==> config.mk <==
export PLATFORM = sky130hd
export DESIGN_NAME = mem_port_arbiter
export DESIGN_NICKNAME = d
export VERILOG_FILES = /design/src/rtl/mem_port_arbiter_pkg.sv /design/src/rtl/mem_port_arbiter_mux2.sv /design/src/rtl/mem_port_arbiter_rr_arb2.sv /design/src/rtl/mem_port_arbiter.sv
export SDC_FILE = /design/constraint.sdc
export NUM_CORES = 1
export LEC_CHECK = 0
export ABC_AREA = 1
export CAP_MARGIN = 20
export CORE_MARGIN = 3
export CORE_UTILIZATION = 45
export DETAILED_ROUTE_END_ITERATION = 7
export GPL_TIMING_DRIVEN = 0
export MAX_ROUTING_LAYER = met4
export PLACE_DENSITY = 0.84
export SLEW_MARGIN = 5
export SYNTH_ARGS = -nofsm -noshare
export SYNTH_HDL_FRONTEND = slang
export SYNTH_SLANG_ARGS = --single-unit
==> constraint.sdc <==
create_clock -name clk -period 7.46 [get_ports clk]
set_input_delay 1.492 -clock clk [delete_from_list [all_inputs] [get_ports clk]]
set_output_delay 1.492 -clock clk [all_outputs]
set_load 0.005 [all_outputs]
==> src/rtl/mem_port_arbiter_pkg.sv <==
// Shared encodings for the unified memory-port arbiter: FSM states and owner ids.
`ifndef MEM_PORT_ARBITER_PKG_SV
`define MEM_PORT_ARBITER_PKG_SV

package mem_port_arbiter_pkg;

  typedef enum logic {
    IDLE  = 1'b0,
    SERVE = 1'b1
  } state_e;

  localparam logic OWN_IF  = 1'b0;
  localparam logic OWN_LSU = 1'b1;

endpackage

`endif

==> src/rtl/mem_port_arbiter_mux2.sv <==
// Gate-level 2:1 mux cell; one instance per steered address/data bit.
module mux2 (
  input  logic a_i,
  input  logic b_i,
  input  logic s_i,
  output logic y_o
);

  assign y_o = (a_i & ~s_i) | (b_i & s_i);

endmodule

==> src/rtl/mem_port_arbiter_rr_arb2.sv <==
// Two-way round-robin pick: a lone requester wins, a tie goes to whoever was not last.
module rr_arb2
  import mem_port_arbiter_pkg::*;
(
  input  logic req0_i,
  input  logic req1_i,
  input  logic last_i,
  output logic pick_o,
  output logic any_o
);

  always_comb begin
    any_o = req0_i | req1_i;
    if (req0_i && req1_i) begin
      pick_o = (last_i == OWN_IF) ? OWN_LSU : OWN_IF;
    end else if (req1_i) begin
      pick_o = OWN_LSU;
    end else begin
      pick_o = OWN_IF;
    end
  end

endmodule

==> src/rtl/mem_port_arbiter.sv <==
// Shares one memory port between instruction fetch and the LSU, holding each
// granted transaction until mem_ready or until the watchdog aborts it.
module mem_port_arbiter
  import mem_port_arbiter_pkg::*;
#(
  parameter int ADDR_W  = 32,
  parameter int DATA_W  = 32,
  parameter int TIMEOUT = 255,
  parameter int TO_W    = 16
) (
  input  logic              clk,
  input  logic              rst,
  input  logic              if_req,
  input  logic [ADDR_W-1:0] if_addr,
  input  logic              lsu_req,
  input  logic              lsu_we,
  input  logic [ADDR_W-1:0] lsu_addr,
  input  logic [DATA_W-1:0] lsu_wdata,
  output logic              if_gnt,
  output logic              lsu_gnt,
  output logic              if_done,
  output logic              lsu_done,
  output logic              if_err,
  output logic              lsu_err,
  output logic [DATA_W-1:0] rdata,
  output logic              sel,
  output logic              mem_req,
  output logic              mem_we,
  output logic [ADDR_W-1:0] mem_addr,
  output logic [DATA_W-1:0] mem_wdata,
  input  logic              mem_ready,
  input  logic [DATA_W-1:0] mem_rdata
);

  localparam logic [TO_W-1:0] TOUT = TO_W'(TIMEOUT);

  state_e            state_q, state_d;
  logic              owner_q, owner_d;
  logic              last_q, last_d;
  logic [TO_W-1:0]   wd_q, wd_d;
  logic              mem_req_q, mem_req_d;
  logic              mem_we_q, mem_we_d;
  logic [ADDR_W-1:0] mem_addr_q, mem_addr_d;
  logic [DATA_W-1:0] mem_wdata_q, mem_wdata_d;
  logic [DATA_W-1:0] rdata_q, rdata_d;
  logic              if_gnt_q, if_gnt_d, lsu_gnt_q, lsu_gnt_d;
  logic              if_done_q, if_done_d, lsu_done_q, lsu_done_d;
  logic              if_err_q, if_err_d, lsu_err_q, lsu_err_d;

  logic              pick, any;
  logic [ADDR_W-1:0] addr_mux;
  logic [DATA_W-1:0] wdata_mux;

  rr_arb2 u_arb (
    .req0_i (if_req),
    .req1_i (lsu_req),
    .last_i (last_q),
    .pick_o (pick),
    .any_o  (any)
  );

  for (genvar i = 0; i < ADDR_W; i++) begin : g_addr_mux
    mux2 u_mux (
      .a_i (if_addr[i]),
      .b_i (lsu_addr[i]),
      .s_i (pick),
      .y_o (addr_mux[i])
    );
  end

  // IF never writes, so its side of the data steering is tied low.
  for (genvar i = 0; i < DATA_W; i++) begin : g_wdata_mux
    mux2 u_mux (
      .a_i (1'b0),
      .b_i (lsu_wdata[i]),
      .s_i (pick),
      .y_o (wdata_mux[i])
    );
  end

  always_comb begin
    state_d     = state_q;
    owner_d     = owner_q;
    last_d      = last_q;
    wd_d        = wd_q;
    mem_req_d   = mem_req_q;
    mem_we_d    = mem_we_q;
    mem_addr_d  = mem_addr_q;
    mem_wdata_d = mem_wdata_q;
    rdata_d     = rdata_q;
    if_gnt_d    = 1'b0;
    lsu_gnt_d   = 1'b0;
    if_done_d   = 1'b0;
    lsu_done_d  = 1'b0;
    if_err_d    = 1'b0;
    lsu_err_d   = 1'b0;

    unique case (state_q)
      IDLE: begin
        if (any) begin
          state_d     = SERVE;
          owner_d     = pick;
          mem_req_d   = 1'b1;
          mem_we_d    = (pick == OWN_LSU) & lsu_we;
          mem_addr_d  = addr_mux;
          mem_wdata_d = wdata_mux;
          wd_d        = '0;
          if_gnt_d    = (pick == OWN_IF);
          lsu_gnt_d   = (pick == OWN_LSU);
        end
      end
      SERVE: begin
        // mem_ready takes priority over a watchdog expiring in the same cycle.
        if (mem_ready) begin
          state_d    = IDLE;
          mem_req_d  = 1'b0;
          last_d     = owner_q;
          rdata_d    = mem_rdata;
          if_done_d  = (owner_q == OWN_IF);
          lsu_done_d = (owner_q == OWN_LSU);
        end else if (wd_q == TOUT) begin
          state_d   = IDLE;
          mem_req_d = 1'b0;
          last_d    = owner_q;
          if_err_d  = (owner_q == OWN_IF);
          lsu_err_d = (owner_q == OWN_LSU);
        end else begin
          wd_d = wd_q + TO_W'(1);
        end
      end
      default: state_d = IDLE;
    endcase
  end

  always_ff @(posedge clk or posedge rst) begin
    if (rst) begin
      state_q     <= IDLE;
      owner_q     <= OWN_IF;
      last_q      <= OWN_LSU;
      wd_q        <= '0;
      mem_req_q   <= 1'b0;
      mem_we_q    <= 1'b0;
      mem_addr_q  <= '0;
      mem_wdata_q <= '0;
      rdata_q     <= '0;
      if_gnt_q    <= 1'b0;
      lsu_gnt_q   <= 1'b0;
      if_done_q   <= 1'b0;
      lsu_done_q  <= 1'b0;
      if_err_q    <= 1'b0;
      lsu_err_q   <= 1'b0;
    end else begin
      state_q     <= state_d;
      owner_q     <= owner_d;
      last_q      <= last_d;
      wd_q        <= wd_d;
      mem_req_q   <= mem_req_d;
      mem_we_q    <= mem_we_d;
      mem_addr_q  <= mem_addr_d;
      mem_wdata_q <= mem_wdata_d;
      rdata_q     <= rdata_d;
      if_gnt_q    <= if_gnt_d;
      lsu_gnt_q   <= lsu_gnt_d;
      if_done_q   <= if_done_d;
      lsu_done_q  <= lsu_done_d;
      if_err_q    <= if_err_d;
      lsu_err_q   <= lsu_err_d;
    end
  end

  assign if_gnt    = if_gnt_q;
  assign lsu_gnt   = lsu_gnt_q;
  assign if_done   = if_done_q;
  assign lsu_done  = lsu_done_q;
  assign if_err    = if_err_q;
  assign lsu_err   = lsu_err_q;
  assign rdata     = rdata_q;
  assign sel       = owner_q;
  assign mem_req   = mem_req_q;
  assign mem_we    = mem_we_q;
  assign mem_addr  = mem_addr_q;
  assign mem_wdata = mem_wdata_q;

endmodule
==> results.toml, run 1 <==
[cts]
clk_latency_ns = 0.42
cts_tree = "built"
clk_path_buf_depth = 2
numCtsBuffers = 17
htree_levels = 4
clock_sinks = 123
clkTransAtPathRegs_ns = 0.06
cts_setup_buffers = 0
cts_resized = 0
root_buffer = "clkbuf_16"
cts_hold_buf = 0

[layout]
post-route-cell-area_um2 = 8390
layout_commonest_cell = "clkdlybuf4s50_1"
final_cell_mix = "238 x clkdlybuf4s50_1, 144 x nand2_1, 122 x dfrtp_1, 54 x nand3_1, 33 x a22o_1"
drive_gt1_frac = 0.127
area_delta_synth_final_pct = 61.1
final_nets = 901
num_antenna_cells = 0

[route]
finalWirelength_um = 16500
vias = 4781
route.detailed.drc = 0
firstDrtPassIters = 4
drt_iter0_markers = 229
antenna_left = 0
wire_per_inst_um = 18.0
vias_per_cell = 5.20

[sta]
worstMarginPinSlew_ns = 0.579
max_freq_mhz = 353
hold_violations = 0
skew_ns = 0.00833
layout_setup_ws_ns = 4.63
slew_viol_final = 0
tns_ns = 0
post-route-period-util = 0.379
rsz0062_at_grt = "no"
slew_headroom = 0.614
finalCriticalPeriod_ns = 2.83
setup_viol = 0

[yosys]
synthAdderAreaFrac = 0.00240
yosysSeqAreaShare = 0.591
synth-seq-cells = 123
syn_nets = 643
muxShareOfSynthArea = 0.0692
synth_cells = 508
synth-warning-count = 0
synth_cell_types = 27
yosys.area_share.simple = 0.215
avgSynthCellArea_um2 = 10.3
synth-xor-area-share = 0.0101
synth_top_family_by_area = "simple AND/OR/NAND/NOR gates"
synth-compound-area-share = 0.0699
syn_area_um2 = 5210

[floorplan]
die_w_um = 114
row_count = 38
core_area_um2 = 11100
io_pins = 239
die_area_um2 = 12900
initial_core_util = 0.470
die_y_um = 114

[run_status]
status = "finished, final reports clean"

[global_routing]
grt.overflow.total = 0
grt_antenna_before_repair = 0
gr-usage-all-layers = 0.273
grt_pass1_wl_um = 26500
grt_pass1_vias = 5161
grt_max_degree = 64

[worst_setup_path]
start_kind = "flop"
critPathTopFamily = "buffers and inverters"
critPathCaptureType = "output port"
cp_num_buf_inv = 1
crit_required_ns = 5.97
arrival_ns = 1.34
crit_slowest_cell = "clkdlybuf4s50_1"
path_max_fanout = 2
crit_chain = "clkdlybuf4s50_1"
cp_slowest_stage_delay_ns = 0.56
worst-setup-path-type = "flop to output port"

[power]
p_leak_nw = 3.71
power.density_nw_per_um2 = 329
vdd_drop_max_mv = 0.219

[hold_path]
hold_path_class = "flop to flop"

[run]
cap_violations = 0

[placed_design]
place_hpwl_um = 12000
portBuffers = 238
dp_worst_setup_slack_ns = 4.44
gp_congestion = 0.885
dpl_cell_area_um2 = 7800
-- final timing paths --
kind | start | endpoint | slack (ns) | depth (start not counted)
worst max-delay path | mem_wdata[23]$_DFFE_PP0P_ | mem_wdata[23] | 4.63 | 1
worst min-delay path | mem_req$_DFFE_PP0P_ | mem_req$_DFFE_PP0P_ | 0.48 | 2
worst max register to register | wd_q[0]$_DFFE_PP0P_ | wd_q[14]$_DFFE_PP0P_ | 5.71 | 11
worst min register to register | mem_req$_DFFE_PP0P_ | mem_req$_DFFE_PP0P_ | 0.48 | 2
max in group asynchronous | rst | mem_addr[22]$_DFFE_PP0P_ | 5.21 | 3
min in group asynchronous | rst | rdata[25]$_DFFE_PP0P_ | 1.54 | 2
-- cells in the mapped netlist --
cell	count	share of area
nand2_1	144	0.10
dfrtp_1	122	0.59
nand3_1	54	0.052
a22o_1	33	0.055
nor2_1	31	0.022
buf_2	19	0.018
mux2_1	16	0.035
mux2_2	16	0.035
inv_1	15	0.011
nand2_2	6	0.0072
xor2_1	6	0.010
a21oi_1	5	0.0048
inv_2	5	0.0036
clkbuf_1	4	0.0029
nand3_2	4	0.0077
nand4_1	4	0.0048
nor2_2	4	0.0048
buf_6	3	0.0065
nand2_4	3	0.0065
nor3_1	3	0.0029
o21ai_0	3	0.0029
o21ai_2	3	0.0050
a21oi_2	1	0.0017
dfstp_2	1	0.0050
ha_1	1	0.0024
nor2_4	1	0.0022
nor3b_1	1	0.0014
-- report_power, final --
group | internal (mW) | leakage (nW) | switching (mW)
clock | 0.512 | 0.283 | 0.311
combinational | 0.559 | 1.89 | 0.368
sequential | 0.881 | 1.54 | 0.134
total | 1.95 | 3.71 | 0.812
-- through the flow --
| stage | std cells | util | hold WS (ns) | power, mW |
|---|---|---|---|---|
| detailed placement | 887 | 0.704 | 0.462 | 1.94 |
| global route | 919 | 0.758 | 0.519 | 2.90 |
| global placement | 886 | 0.701 | 0.461 | 1.91 |
| finish | 919 | 0.758 | 0.475 | 2.76 |
| CTS | 919 | 0.758 | 0.479 | 2.78 |
| floorplan | 508 | - | 0.465 | 1.33 |
-- registers in the layout, indices dropped and copies added, names as in the netlist --
name,cells
if_done,1
if_gnt,1
lsu_gnt,1
wd_q,16
if_err,1
mem_addr,32
mem_req,1
mem_wdata,32
lsu_done,1
last_q,1
state_q,1
sel,1
rdata,32
lsu_err,1
mem_we,1
-- area by class of cell --
class / count / area [µm²]
clock buffer: 20 / 457
timing repair buffer: 239 / 2410
fill: 716 / 2690
multi-input combinational: 339 / 1910
inverter: 20 / 80.1
clock inverter: 12 / 136
sequential: 123 / 3080
buffer: 26 / 144
tap: 140 / 175
-- logic make-up after synthesis --
family	Yosys count
AND/OR/NAND/NOR	255
flip-flops	123
buffers and inverters	46
AO/OA/AOI/OAI	45
multiplexers	32
XOR/XNOR	6
adder cells (fa/ha/maj)	1
-- routing by layer --
layer  up-vias  share of wire  GRT usage
li1       2205              -          -
met1      2312           0.37      0.299
met2       213           0.51      0.445
met3        51          0.075     0.0912
met4         0          0.045      0.135
met5         -              0          -
Note: power is estimated with default switching activity, not from simulation.
==> run 2: changes to the inputs <==
CORE_UTILIZATION = 42   (was 45)
PLACE_DENSITY = 0.79   (was 0.84)
clock period = 2.8 ns   (was 7.46 ns; I/O delays follow)
==> results.toml, run 2 (synthesis results as in run 1) <==
[placed_design]
gp_congestion = 0.885
place_hpwl_um = 12000
portBuffers = 238
dp_worst_setup_slack_ns = 0.647

[sta]
post-route-period-util = 0.671
setup_viol = 0
worstMarginPinSlew_ns = 0.562
layout_setup_ws_ns = 0.922
hold_violations = 0
tns_ns = 0
skew_ns = 0.00704
max_freq_mhz = 532
rsz0062_at_grt = "no"
finalCriticalPeriod_ns = 1.88
slew_viol_final = 0
slew_headroom = 0.626

[global_routing]
grt_pass1_wl_um = 25700
grt_antenna_before_repair = 0
grt.overflow.total = 0
gr-usage-all-layers = 0.241
grt_max_degree = 42
grt_pass1_vias = 5124

[worst_setup_path]
start_kind = "flop"
r2r.worst_path.cells = 11
crit_required_ns = 2.24
worst-setup-path-type = "flop to output port"
arrival_ns = 1.32
path_max_fanout = 2
critPathTopFamily = "buffers and inverters"
timing.rr.end = "wd_q[14]$_DFFE_PP0P_"
crit_slowest_cell = "clkdlybuf4s50_1"
r2r_slack_ns = 1.09
cp_slowest_stage_delay_ns = 0.56
crit_chain = "clkdlybuf4s50_1"
reg2reg_from = "wd_q[0]$_DFFE_PP0P_"
critPathCaptureType = "output port"
cp_num_buf_inv = 1

[layout]
ff_latch_area_um2 = 3080
area_delta_synth_final_pct = 61.6
num_antenna_cells = 0
nFillCells = 856
multiInputGateArea_um2 = 1910
final_nets = 903
final_cell_mix = "238 x clkdlybuf4s50_1, 144 x nand2_1, 122 x dfrtp_1, 54 x nand3_1, 33 x a22o_1"
drive_gt1_frac = 0.127
layout_commonest_cell = "clkdlybuf4s50_1"

[hold_path]
whs_path_depth = 1
min_from = "sel$_DFFE_PP0P_"
hold_path_class = "flop to flop"
min_to = "if_done$_DFF_PP0_"

[cts]
cts_resized = 0
clkTransAtPathRegs_ns = 0.05
root_buffer = "clkbuf_16"
clk_latency_ns = 0.41
clk_path_buf_depth = 2
cts_setup_buffers = 0
cts_tree = "built"
htree_levels = 4
numCtsBuffers = 17
clock_sinks = 123
cts_hold_buf = 0

[floorplan]
row_count = 40
die_y_um = 117
initial_core_util = 0.432
core_area_um2 = 12100
io_pins = 239
die_w_um = 117
die_area_um2 = 13800

[run]
cap_violations = 0

[route]
drt_iter0_markers = 289
vias = 4738
antenna_left = 0
route.detailed.drc = 0
vias_per_cell = 5.00
wire_per_inst_um = 16.6
firstDrtPassIters = 6
finalWirelength_um = 15700

[power]
p_seq_frac = 0.374
internal-power_mw = 5.14
clock_power_share = 0.286
p_leak_nw = 3.71
p_switching_mw = 2.04
power.density_nw_per_um2 = 852
vdd_drop_max_mv = 0.461
power_frac_comb = 0.340
switching_share = 0.284

[run_status]
status = "finished, final reports clean"
==> run 2: through the flow <==
stage,hold WS [ns],cell area (µm²),utilization,power (mW),instances
after floorplan,0.465,5210,-,3.54,508
after global placement,0.464,7810,0.647,5.07,914
after detailed placement,0.477,7870,0.652,5.16,917
after CTS,0.489,8420,0.698,7.25,948
after global routing,0.497,8420,0.698,7.56,948
final,0.483,8420,0.698,7.18,948
==> run 2: area by class of cell <==
type / instances / share of cell area
Sequential cell: 123 / 0.366
Clock buffer: 23 / 0.0579
Buffer: 26 / 0.0171
Inverter: 20 / 0.00936
Tap cell: 168 / 0.0250
Multi-Input combinational cell: 339 / 0.227
Timing Repair Buffer: 241 / 0.290
Clock inverter: 8 / 0.00802
==> run 2: worst max-delay path by stage <==
stage                               from                        to  slack (ns)  cells past startpoint
6_report       mem_wdata[26]$_DFFE_PP0P_             mem_wdata[26]        0.92                      1
4_1_cts        mem_wdata[26]$_DFFE_PP0P_             mem_wdata[26]        0.88                      1
3_3_place_gp                         rst     rdata[25]$_DFFE_PP0P_       -0.35                      2
5_1_grt        mem_wdata[26]$_DFFE_PP0P_             mem_wdata[26]        0.87                      1
3_5_place_dp                     lsu_req  mem_addr[19]$_DFFE_PP0P_        0.65                      8
2_1_floorplan                        rst         if_done$_DFF_PP0_        0.73                      1
==> run 2: metal layers <==
metal	global-route usage	routed length [µm]	vias up
met4	0.0843	380	0
met2	0.413	8190	227
met1	0.263	5930	2271
li1	-	-	2202
met3	0.0800	1220	38
met5	-	0	-
==> run 2: power groups by stage <==
stage	combinational (mW)	clock [mW]	sequential (mW)
6_report	2.44	2.05	2.68
5_1_grt	2.63	2.17	2.76
4_1_cts	2.48	2.08	2.69
3_5_place_dp	2.46	0	2.70
3_3_place_gp	2.39	0	2.68
2_1_floorplan	0.829	0	2.71
